==> config.mk <==
export PLATFORM = sky130hd
export DESIGN_NAME = regfile_wb_scheduler
export DESIGN_NICKNAME = d
export VERILOG_FILES = /design/src/rtl/regfile_wb_scheduler_pkg.sv /design/src/rtl/regfile_wb_scheduler_rr_arbiter.sv /design/src/rtl/regfile_wb_scheduler.sv
export SDC_FILE = /design/constraint.sdc
export NUM_CORES = 1
export LEC_CHECK = 0
export BUFFER_PORTS_ARGS = -buffer_cell sky130_fd_sc_hd__buf_4
export CORE_AREA = 8 8 121 123
export DETAILED_ROUTE_END_ITERATION = 8
export DIE_AREA = 0 0 129 131
export HOLD_SLACK_MARGIN = 0.05
export PLACE_DENSITY_LB_ADDON = 0.1
export SETUP_SLACK_MARGIN = 0.15
export SLEW_MARGIN = 25
export SYNTH_ARGS = -nofsm -noshare
export SYNTH_HDL_FRONTEND = slang
export SYNTH_HIERARCHICAL = 1
export SYNTH_SLANG_ARGS = --single-unit
export TNS_END_PERCENT = 1
==> constraint.sdc <==
create_clock -name CLK -period 3.2 [get_ports CLK]
set_input_delay 0.32 -clock CLK [delete_from_list [all_inputs] [get_ports CLK]]
set_output_delay 0.32 -clock CLK [all_outputs]
set_load 0.02 [all_outputs]
==> src/rtl/regfile_wb_scheduler_pkg.sv <==
// Shared constants for the register-file writeback scheduler.
//   XLEN     : register data width
//   REG_AW   : register address width
//   NUM_REGS : number of architectural registers (2**REG_AW)
//   ZERO_REG : index of the hard-wired zero register
// ptr_width() gives a safe index width for an N-entry vector (at least 1 bit).
package regfile_wb_scheduler_pkg;

  localparam int XLEN     = 32;
  localparam int REG_AW   = 5;
  localparam int NUM_REGS = 1 << REG_AW;
  localparam int ZERO_REG = 0;

  function automatic int ptr_width(input int n);
    return (n > 1) ? $clog2(n) : 1;
  endfunction

endpackage

==> src/rtl/regfile_wb_scheduler_rr_arbiter.sv <==
// Round-robin arbiter for the writeback sources.
// Ports:
//   clk      : clock
//   rst_n    : asynchronous active-low reset (pointer returns to 0)
//   req      : request vector, one bit per requester
//   en       : grants allowed this cycle
//   gnt      : one-hot grant, combinational
//   gnt_any  : some request was granted this cycle
// The grant goes to the first requesting index at or after the pointer; the
// pointer moves one past the winner on a grant and holds otherwise.
module rr_arbiter
  import regfile_wb_scheduler_pkg::*;
#(
  parameter int N = 3
) (
  input  logic         clk,
  input  logic         rst_n,
  input  logic [N-1:0] req,
  input  logic         en,
  output logic [N-1:0] gnt,
  output logic         gnt_any
);

  localparam int PW = ptr_width(N);

  logic [PW-1:0] ptr;
  logic [PW-1:0] gnt_idx;
  logic [PW-1:0] cand;

  always_comb begin
    gnt     = '0;
    gnt_idx = '0;
    gnt_any = 1'b0;
    cand    = '0;
    for (int k = 0; k < N; k++) begin
      cand = PW'((int'(ptr) + k) % N);
      if (en && !gnt_any && req[cand]) begin
        gnt[cand] = 1'b1;
        gnt_idx   = cand;
        gnt_any   = 1'b1;
      end
    end
  end

  always_ff @(posedge clk or negedge rst_n) begin
    if (!rst_n) begin
      ptr <= '0;
    end else if (gnt_any) begin
      ptr <= (gnt_idx == PW'(N - 1)) ? '0 : gnt_idx + 1'b1;
    end
  end

endmodule

==> src/rtl/regfile_wb_scheduler.sv <==
// Register-file write-port scheduler.
// Keeps a scoreboard of registers with an outstanding writeback, stalls issue
// on RAW/WAW hazards, and round-robin arbitrates NREQ writeback sources onto
// the single register-file write port (WE3/A3/WD3, one cycle of latency).
// Ports:
//   CLK, CLR_N        : clock, asynchronous active-low reset
//   FLUSH             : synchronous drop of all reservations
//   ISS_VALID/RS1/RS2/RD, ISS_STALL : issue slot and its stall
//   WB_VALID/RD/DATA, WB_READY      : packed writeback requesters and grant
//   WE3/A3/WD3        : registered register-file write port
//   PEND              : scoreboard (bit r = write to r outstanding)
//   ERR               : sticky, writeback to a non-pending register
module regfile_wb_scheduler
  import regfile_wb_scheduler_pkg::*;
#(
  parameter int NREQ = 3,
  parameter int XLEN = regfile_wb_scheduler_pkg::XLEN,
  parameter int AW   = REG_AW
) (
  input  logic                 CLK,
  input  logic                 CLR_N,
  input  logic                 FLUSH,
  input  logic                 ISS_VALID,
  input  logic [AW-1:0]        ISS_RS1,
  input  logic [AW-1:0]        ISS_RS2,
  input  logic [AW-1:0]        ISS_RD,
  output logic                 ISS_STALL,
  input  logic [NREQ-1:0]      WB_VALID,
  input  logic [NREQ*AW-1:0]   WB_RD,
  input  logic [NREQ*XLEN-1:0] WB_DATA,
  output logic [NREQ-1:0]      WB_READY,
  output logic                 WE3,
  output logic [AW-1:0]        A3,
  output logic [XLEN-1:0]      WD3,
  output logic [(1<<AW)-1:0]   PEND,
  output logic                 ERR
);

  localparam int NR = 1 << AW;

  logic [NR-1:0]   pend;
  logic [NR-1:0]   pend_n;
  logic            hazard;
  logic            iss_accept;
  logic [NREQ-1:0] gnt;
  logic            gnt_any;
  logic [AW-1:0]   gnt_rd;
  logic [XLEN-1:0] gnt_data;
  logic            gnt_rd_nz;

  // Hazard check uses the registered scoreboard only, so an operand unblocks
  // the cycle after its value has been written into the register file.
  assign hazard     = pend[ISS_RS1] | pend[ISS_RS2] | pend[ISS_RD];
  assign ISS_STALL  = CLR_N & ISS_VALID & ~FLUSH & hazard;
  assign iss_accept = ISS_VALID & ~ISS_STALL & ~FLUSH;

  rr_arbiter #(.N(NREQ)) u_arb (
    .clk     (CLK),
    .rst_n   (CLR_N),
    .req     (WB_VALID),
    .en      (CLR_N & ~FLUSH),
    .gnt     (gnt),
    .gnt_any (gnt_any)
  );

  assign WB_READY = gnt;

  always_comb begin
    gnt_rd   = '0;
    gnt_data = '0;
    for (int i = 0; i < NREQ; i++) begin
      if (gnt[i]) begin
        gnt_rd   = WB_RD[i*AW +: AW];
        gnt_data = WB_DATA[i*XLEN +: XLEN];
      end
    end
  end

  assign gnt_rd_nz = (gnt_rd != AW'(ZERO_REG));

  // Clear first, then set, so a same-edge set on the same bit wins.
  always_comb begin
    pend_n = pend;
    if (WE3) begin
      pend_n[A3] = 1'b0;
    end
    if (iss_accept && (ISS_RD != AW'(ZERO_REG))) begin
      pend_n[ISS_RD] = 1'b1;
    end
    if (FLUSH) begin
      pend_n = '0;
    end
    pend_n[ZERO_REG] = 1'b0;
  end

  always_ff @(posedge CLK or negedge CLR_N) begin
    if (!CLR_N) begin
      pend <= '0;
    end else begin
      pend <= pend_n;
    end
  end

  assign PEND = pend;

  // A writeback to x0 is consumed without touching the write port; A3/WD3
  // keep their previous values in that case, as they do when idle.
  always_ff @(posedge CLK or negedge CLR_N) begin
    if (!CLR_N) begin
      WE3 <= 1'b0;
      A3  <= '0;
      WD3 <= '0;
    end else if (gnt_any && gnt_rd_nz) begin
      WE3 <= 1'b1;
      A3  <= gnt_rd;
      WD3 <= gnt_data;
    end else begin
      WE3 <= 1'b0;
    end
  end

  always_ff @(posedge CLK or negedge CLR_N) begin
    if (!CLR_N) begin
      ERR <= 1'b0;
    end else if (gnt_any && gnt_rd_nz && !pend[gnt_rd]) begin
      ERR <= 1'b1;
    end
  end

endmodule

# After elaboration in Yosys (flattened, before gate mapping)
# Index checks and enable logic that the tools add are counted.
[totals]
ff_bits = 72
in_bits = 133
word_cells = 103
[op_classes]
add_sub_neg = 3
div_mod_pow = 3
magnitude_cmp = 13
eq_ne = 1
n_mux = 44
n_bitwise = 15
n_reduce_logical = 18
[ops]
columns = ["op", "n"]
rows = [
  ["$mux 32", 6],
  ["$mod 32x3->32 const B", 2],
  ["$and 32x32->32", 1],
  ["$mod 3x3->32 const B", 1],
  ["$not 32->32", 1],
  ["$or 32x32->32", 1],
  ["$lt 5x6->1 const B", 5],
  ["$bmux 1 s5", 4],
  ["$mux 1", 16],
  ["$mux 5", 3],
  ["$logic_and 1x1->1", 13],
  ["$demux 1 s5", 2],
  ["$ge 5x1->1 const B", 2],
  ["$reduce_bool 5->1", 2],
  ["$lt 2x3->1 const B", 3],
  ["$mux 3", 3],
  ["$mux 2", 4],
  ["$and 1x1->1", 6],
  ["$bmux 1 s2", 3],
  ["$demux 1 s2", 3],
  ["$ge 2x1->1 const B", 3],
  ["$or 3x3->3", 2],
  ["$add 2x1->3 const B", 1],
  ["$add 2x2->3 const B", 1],
  ["5 further kinds", 9],
]

# Longest topological paths before layout
# Gate-level depths: netlist of run 1.
[depth]
word_depth = 20
ltp_mapped = 16

# By module
# Netlist of run 1, hierarchy kept.
[modules_own_cells]
columns = ["mod", "instances", "cells_per_inst", "area_per_inst_um2"]
rows = [
  ["regfile_wb_scheduler", 1, 562, 5176.2],
  ["rr_arbiter", 1, 62, 496.7],
]

# Least setup slack after synthesis of run 1
# Ideal clock, no wire load.
[synth_timing]
path_type = "flip-flop to flip-flop"
from = "register u_arb.ptr[0]"
to = "register ERR"
arrival_time_ns = 3.738
t_required_ns = 3.113
slack_ns = -0.625
stages_incl_launch_ff = 14
synth_period_minus_slack_ns = 3.825
path_cell_list = "dfrtp_1 inv_1 ha_1 buf_2 o21ai_0 a211oi_1 a211oi_1 buf_2 a21o_1 o21a_2 mux2_2 o211a_1 a2111o_1 o211ai_1"
[synth_via]
elab_cells_between_ends = 50
cone_classes = "2 x add/sub; 3 x div; 6 x order compare; 23 x mux; 2 x bitwise; 14 x reduce/logical"
[synth_lines]
columns = ["item", "line", "text"]
rows = [
  ["start, declared", "regfile_wb_scheduler_rr_arbiter.sv:26", "logic [PW-1:0] ptr;"],
  ["start signal, assigned", "regfile_wb_scheduler_rr_arbiter.sv:49", "ptr <= (gnt_idx == PW'(N - 1)) ? '0 : gnt_idx + 1'b1;"],
  ["parallel branches: the longest is 12 deep, another holds $mod 32x3->32", "-", ""],
  ["$mux 3 (*)", "regfile_wb_scheduler_rr_arbiter.sv:37", "if (en && !gnt_any && req[cand]) begin"],
  ["via WB_READY[2]", "regfile_wb_scheduler.sv:31", "output logic [NREQ-1:0] WB_READY,"],
  ["$mux 5 (*)", "regfile_wb_scheduler.sv:72", "if (gnt[i]) begin"],
  ["$bmux 1 s5", "regfile_wb_scheduler.sv:125", "end else if (gnt_any && gnt_rd_nz && !pend[gnt_rd]) begin"],
  ["$mux 1 (not written as such)", "regfile_wb_scheduler.sv:125", ""],
  ["$logic_not 1->1", "regfile_wb_scheduler.sv:125", ""],
  ["$logic_and 1x1->1 (*)", "regfile_wb_scheduler.sv:125", ""],
  ["end signal, assigned", "regfile_wb_scheduler.sv:124", "ERR <= 1'b0;"],
  ["end signal, assigned", "regfile_wb_scheduler.sv:126", "ERR <= 1'b1;"],
  ["end, declared", "regfile_wb_scheduler.sv:36", "output logic ERR"],
]
# Mark *: on every way through the listed nets, which the timed path passes. The select of a mux whose other input is x is not followed.
# A chain may end at the register's enable or synchronous reset.

# Worst setup path in the final report of run 1
[layout_timing]
from = "register u_arb.ptr[1]"
to = "register WD3[3]"
[layout_via]
elab_chain_cells = 18
elab_cells_between_ends = 49
cone_classes = "2 x add/sub; 3 x div; 6 x order compare; 24 x mux; 2 x bitwise; 12 x reduce/logical"
[layout_lines]
columns = ["item", "line", "text"]
rows = [
  ["parallel branches: the longest is 18 deep, another holds $mod 32x3->32", "-", ""],
  ["end signal, assigned", "regfile_wb_scheduler.sv:116", "WD3 <= gnt_data;"],
  ["end, declared", "regfile_wb_scheduler.sv:34", "output logic [XLEN-1:0] WD3,"],
]
# Parallel ways; which one is timed is not known. The select of a mux whose other input is x is not followed.

==> metrics.cfg, run 1 <==
[run_status]
status = complete, no violations

[yosys]
synth_seq_area_share = 0.318
syn_nets = 761
synth_edf_count = 0
synth.distinct_cells = 70
yosysTopAreaCell = dfrtp_1
yosys_most_used_dff = dfrtp_1
yosys.area.top_type_share = 0.318
synth_area_per_cell_sq_um = 9.09
synth.area.top_cells = dfrtp_1 32%, o21ai_0 7.7%, nand2_1 5.5%
ys_seq_elements = 72
netlist_instances = 624
synth_area_sq_um = 5670
ys_warn_count = 6
synthArstFlopShare = 1.00

[floorplanning]
core_area_sq_um = 12900
dieArea_sq_um = 16900
row_count = 42
die_h_microns = 131
num_io_pins = 208
initial_core_util = 0.441
die_x_microns = 129

[global_route]
grt_pass1_wl_mm = 34.0
grt_max_degree = 73
gr-total-overflow = 0
antenna_found_initial = 0
grt_pass1_vias = 6271
grt_usage = 0.258

[clock_tree]
cts-root-buf = clkbuf_16
clkTransAtPathRegs_ns = 0.06
cts_tree = yes
cts_sinks = 72
clock_path_buffers = 2
cts_buffers = 9
cts_hold_buf = 0
h-tree-depth = 3
clock_latency_ns = 0.34

[timing]
maxSlewHeadroom = 0.300
fin_setup_tns_ns = 0
clock.fmax_ghz = 0.314
rsz0062_at_grt = true
tightest_slew_ns = 1.04
post-route-period-util = 0.995
fin_skew_ns = 0.00863
slew_violations = 0
period_minus_slack_ns = 3.18
hold_viol = 0
whs_ns = 0.226
setup_viol = 0

[critical_path]
worstPathRequired_ns = 3.47
cpMostUsedCell = buf_6
critPathKind = reg2reg
worstPathMaxFanout = 5
cp_top_family = compound AO/OA/AOI/OAI gates
cp_cell_sequence = ha_4 > buf_6 > nor4bb_4 > o22ai_2 > a21oi_1 > o21a_2 > and3b_2 > o21a_4 > buf_6 > o41ai_4 > buf_6 > buf_12 > buf_12 > clkbuf_16 > nand2_1 > o21ai_1
cp_slowest_cell = dfrtp_1
startpoint = u_arb/ptr[1]
reg2reg_slack_ns = 0.02
r2r_end = WD3[3]
reg2reg_depth = 16
critPathArrivalTime_ns = 3.45
worstReg2RegStart = u_arb/ptr[1]
worst_setup_path_end_kind = flip-flop
crit_end = WD3[3]
start_kind = flip-flop
slowest_delay_ns = 0.43
path_depth = 16
crit_buf_inv = 6

[power_and_ir_drop]
p_leak_nw = 3.82
power_w = 0.00575
ir_worst_vdd_uv = 380
p_per_area_nw_per_um2 = 682

[cells_and_area]
final_nets = 986
final_util = 0.655
syn2layout_area_growth_pct = 48.6
final.fill_count = 1076
final_area_sq_um = 8430
antenna_cells = 0
drive_above_1_share = 0.474

[drt]
avgRoutedWirePerCell_microns = 21.4
dr.pass1.iters = 5
vias = 6044
wl_mm = 22.0
drc_errors = 0
ant_nets = 0
viasPerCell = 5.87
drtIter0Drc = 382

[placement]
io_buffers = 206
gp_congestion = 0.896
placed_cell_area_sq_um = 7460
dp_hpwl_mm = 16.2

[job]
max_cap_violations = 0

[min_path]
hp-class = in2async

==> synthesized netlist by cell type (13+ instances only) <==
master / count
a221o_1: 30
buf_2: 13
dfrtp_1: 72
nor2_1: 22
nand3b_1: 20
inv_1: 19
mux4_2: 13
a21oi_1: 13
nand2_1: 83
mux2i_1: 22
o21ai_2: 27
o21ai_0: 87
nor2b_1: 20
clkbuf_1: 20
==> metrics by stage <==
stage	worst slack, ns	std cells
after floorplan	-0.0329	624
after global placement	0.119	982
after detailed placement	-0.0496	982
after CTS	0.0724	1024
after global routing	-0.125	1030
final	0.0170	1030
==> flip-flops by register name, indices dropped and copies added, names as in the netlist <==
| signal | flops |
|---|---|
| PEND | 31 |
| WD3 | 32 |
| u_arb/ptr | 2 |
| ERR | 1 |
| WE3 | 1 |
| A3 | 5 |
==> worst min-delay path by stage <==
stage,start,to,slack [ns],depth (start not counted)
final,CLR_N,WD3[22],0.23,2
after global routing,WB_DATA[90],WD3[26],0.28,3
after CTS,CLR_N,WD3[22],0.26,2
after detailed placement,WD3[4],WD3[4],0.47,2
after global placement,WD3[6],WD3[6],0.46,2
after floorplan,CLR_N,A3[0],0.02,0
==> final cells by class <==
cell class	count	area, sq um	share of cell area
clock buffers	9	225	0.0267
clock inverters	7	126	0.0150
inverters	19	71.3	0.00846
multi-input cells	479	3780	0.448
flip-flops and latches	72	1800	0.214
well taps	176	220	0.0261
repair buffers	268	2210	0.262
==> cells in the final DEF (no fill, tap or decap), types with 13 or more instances in the layout <==
master	count
inv_1	15
nor2b_1	18
o21ai_2	40
o21ai_1	20
mux4_2	13
nor2_1	21
a221o_1	30
nand3b_1	20
o21ai_0	54
nand2_1	67
mux2i_1	21
dfrtp_1	72
buf_4	246
==> routing by layer <==
layer,up-vias,track usage,share of wire
met5,-,0,0
met4,0,0.100,0.024
met3,42,0.0767,0.087
met2,280,0.429,0.49
met1,2938,0.309,0.40
li1,2784,-,-
==> kinds of logic (layout without fill, tap and decap cells) <==
logic type,Yosys count,count (layout),share of synthesized area
buffers and inverters,73,303,0.0670
AND/OR/NAND/NOR,208,208,0.195
other,1,1,0.000661
adder cells (fa/ha/maj),6,6,0.0126
multiplexers,50,50,0.133
flip-flops,72,72,0.318
AO/OA/AOI/OAI,214,214,0.274
==> report_power, final <==
part / leakage, nW / internal [W] / switching (W) / total, W
clock network: 0.168 / 0.000771 / 0.000418 / 0.00119
registers: 0.977 / 0.00114 / 0.000248 / 0.00139
logic: 2.67 / 0.00153 / 0.00164 / 0.00317
==> timing repair <==
item / in CTS / in global routing
setup buffers: 24 / 3
gates cloned: 2 / 3
pin swaps: 17 / 25
endpoints found under the setup margin: 37 / 39
resized for setup: 19 / 83
Power figures use the tool's default switching activity.
==> run 2, diff against run 1 <==
--- a/config.mk
+++ b/config.mk
@@ -5,7 +5,7 @@
 export SDC_FILE = /design/constraint.sdc
 export NUM_CORES = 1
 export LEC_CHECK = 0
-export BUFFER_PORTS_ARGS = -buffer_cell sky130_fd_sc_hd__buf_4
+export BUFFER_PORTS_ARGS = -buffer_cell sky130_fd_sc_hd__buf_2
 export CORE_AREA = 8 8 121 123
 export DETAILED_ROUTE_END_ITERATION = 8
 export DIE_AREA = 0 0 129 131
==> run 2 against run 1 <==
Compared with the run above:
- the run now ends with negative setup slack left
- die area unchanged
- non-clock buffer count grew 1
- sequential power about the same
- register-to-register slack got worse by 0.04 ns
- wire length down 1.3%
- critical path depth is the same
- fmax fell by 1.3%
- critical endpoint is now WD3[4]
- largest power group unchanged
==> metrics.cfg, run 2 (synthesized netlist as in run 1, its figures left out) <==
[power_and_ir_drop]
p_per_area_nw_per_um2 = 699
p_switching_w = 0.00222
p_seq_frac = 0.251
switching_share = 0.408
p_leak_nw = 3.66
ir_worst_vdd_uv = 392
p_clk_frac = 0.218
power.internal_w = 0.00322
combPwrFrac = 0.532

[floorplanning]
core_area_sq_um = 12900
num_io_pins = 208
initial_core_util = 0.441
row_count = 42
die_x_microns = 129
die_h_microns = 131
dieArea_sq_um = 16900

[timing]
fin_setup_tns_ns = -0.0537
slew_violations = 0
hold_viol = 0
period_minus_slack_ns = 3.23
maxSlewHeadroom = 0.305
fin_skew_ns = 0.00480
clock.fmax_ghz = 0.310
rsz0062_at_grt = true
setup_ws_ns = -0.0265
tightest_slew_ns = 1.03
setup_viol = 5
post-route-period-util = 1.01

[cells_and_area]
antenna_cells = 0
syn2layout_area_growth_pct = 37.1
final_area_sq_um = 7770
top_register = WD3
final_nets = 987
largest_reg_flops = 32
final_cell_mix = 206 x buf_2, 73 x nand2_1, 72 x dfrtp_1, 66 x o21ai_0, 50 x buf_4
final_cells = 1031
drive_above_1_share = 0.455
final_common_cell = buf_2

[drt]
wl_mm = 21.7
avgRoutedWirePerCell_microns = 21.1
viasPerCell = 5.86
drc_errors = 0
dr.pass1.iters = 8
ant_nets = 0
vias = 6045
drtIter0Drc = 499

[critical_path]
worstPathRequired_ns = 3.42
worst_setup_path_end_kind = flip-flop
worstPathMaxFanout = 7
reg2reg_depth = 16
critPathArrivalTime_ns = 3.44
critPathKind = reg2reg
r2r_end = WD3[4]
worstReg2RegStart = u_arb/ptr[1]
start_kind = flip-flop
reg2reg_slack_ns = -0.03

[placement]
gp_congestion = 0.877
placed_cell_area_sq_um = 6970
io_buffers = 206
place_ws_ns = 0.00146
dp_hpwl_mm = 15.7
placed_cells = 985

[run_status]
status = complete, but fails checks
failed_checks = negative setup slack

[global_route]
grt_max_degree = 73
grt_pass1_vias = 6292
gr-total-overflow = 0
grt_usage = 0.255
grt_pass1_wl_mm = 33.6
antenna_found_initial = 0

[job]
max_cap_violations = 0

[clock_tree]
cts_hold_buf = 0
clock_latency_ns = 0.34
cts_buffers = 9
cts-root-buf = clkbuf_16
clock_path_buffers = 2
clkTransAtPathRegs_ns = 0.06
cts_tree = yes
h-tree-depth = 3
cts_sinks = 72

[min_path]
hp-class = in2async

==> run 2: cell count changes in the layout (fill, tap and decap cells not counted), moves of 3 or more <==
cell / delta
buf_2: +206
buf_4: -196
o21ai_0: +12
o21ai_1: -10
buf_6: -6
nand2_1: +6
nand2_4: -5
buf_12: -3
==> run 2: worst max path at each step <==
stage | start | slack, ns | endpoint
3_5_place_dp | u_arb/ptr[1] | 0.001 | WD3[0]
5_1_grt | u_arb/ptr[1] | -0.18 | WD3[4]
2_1_floorplan | u_arb/ptr[0] | -0.03 | ERR
6_report | u_arb/ptr[1] | -0.03 | WD3[4]
4_1_cts | u_arb/ptr[1] | 0.10 | WD3[0]
3_3_place_gp | u_arb/ptr[0] | 0.11 | ERR
==> run 2: timing repair <==
action	CTS	global route
endpoints found under the setup margin	39	39
setup buffers	18	6
gates resized for setup	13	42
pin swaps	11	19
gates cloned	1	5
==> run 2: critical path, stage by stage (launching register included) <==
cell and delay [ns]:
dfrtp_1 0.43, inv_2 0.10, ha_4 0.18, mux2i_2 0.24, o21ai_2 0.08, buf_4 0.14, a211oi_4 0.26, a211oi_4 0.08
buf_4 0.15, a21o_1 0.17, o21a_4 0.23, buf_6 0.13, o41ai_4 0.35, buf_4 0.20, buf_12 0.13, clkbuf_16 0.15
o21ai_1 0.08
==> run 2: layer usage <==
layer	vias to the layer above	part of all wire	global-route usage
met5	-	0	0
met4	0	0.022	0.0995
met3	38	0.097	0.0682
met2	320	0.49	0.426
met1	2893	0.39	0.309
li1	2794	-	-
==> run 2: power groups by stage <==
stage | Clock (W) | Combinational (W) | Sequential [W]
CTS | 0.00120 | 0.00264 | 0.00135
detailed placement | 0 | 0.00239 | 0.00135
floorplan | 0 | 0.00138 | 0.00155
global placement | 0 | 0.00236 | 0.00135
finish | 0.00118 | 0.00289 | 0.00136
global route | 0.00123 | 0.00314 | 0.00139
==> run 2: layout make-up <==
class	count	area, sq um
Inverter	19	71.3
Sequential cell	72	1800
Fill cell	1145	5100
Tap cell	176	220
Timing Repair Buffer	269	1640
Multi-Input combinational cell	479	3700
Clock inverter	5	104
Clock buffer	11	243
==> run 2: metrics by stage <==
stage	util	hold slack [ns]	power, W
3_3_place_gp	0.541	0.459	0.00371
4_1_cts	0.586	0.267	0.00518
6_report	0.604	0.122	0.00544
5_1_grt	0.604	0.192	0.00576
2_1_floorplan	-	0.0244	0.00293
3_5_place_dp	0.541	0.465	0.00374
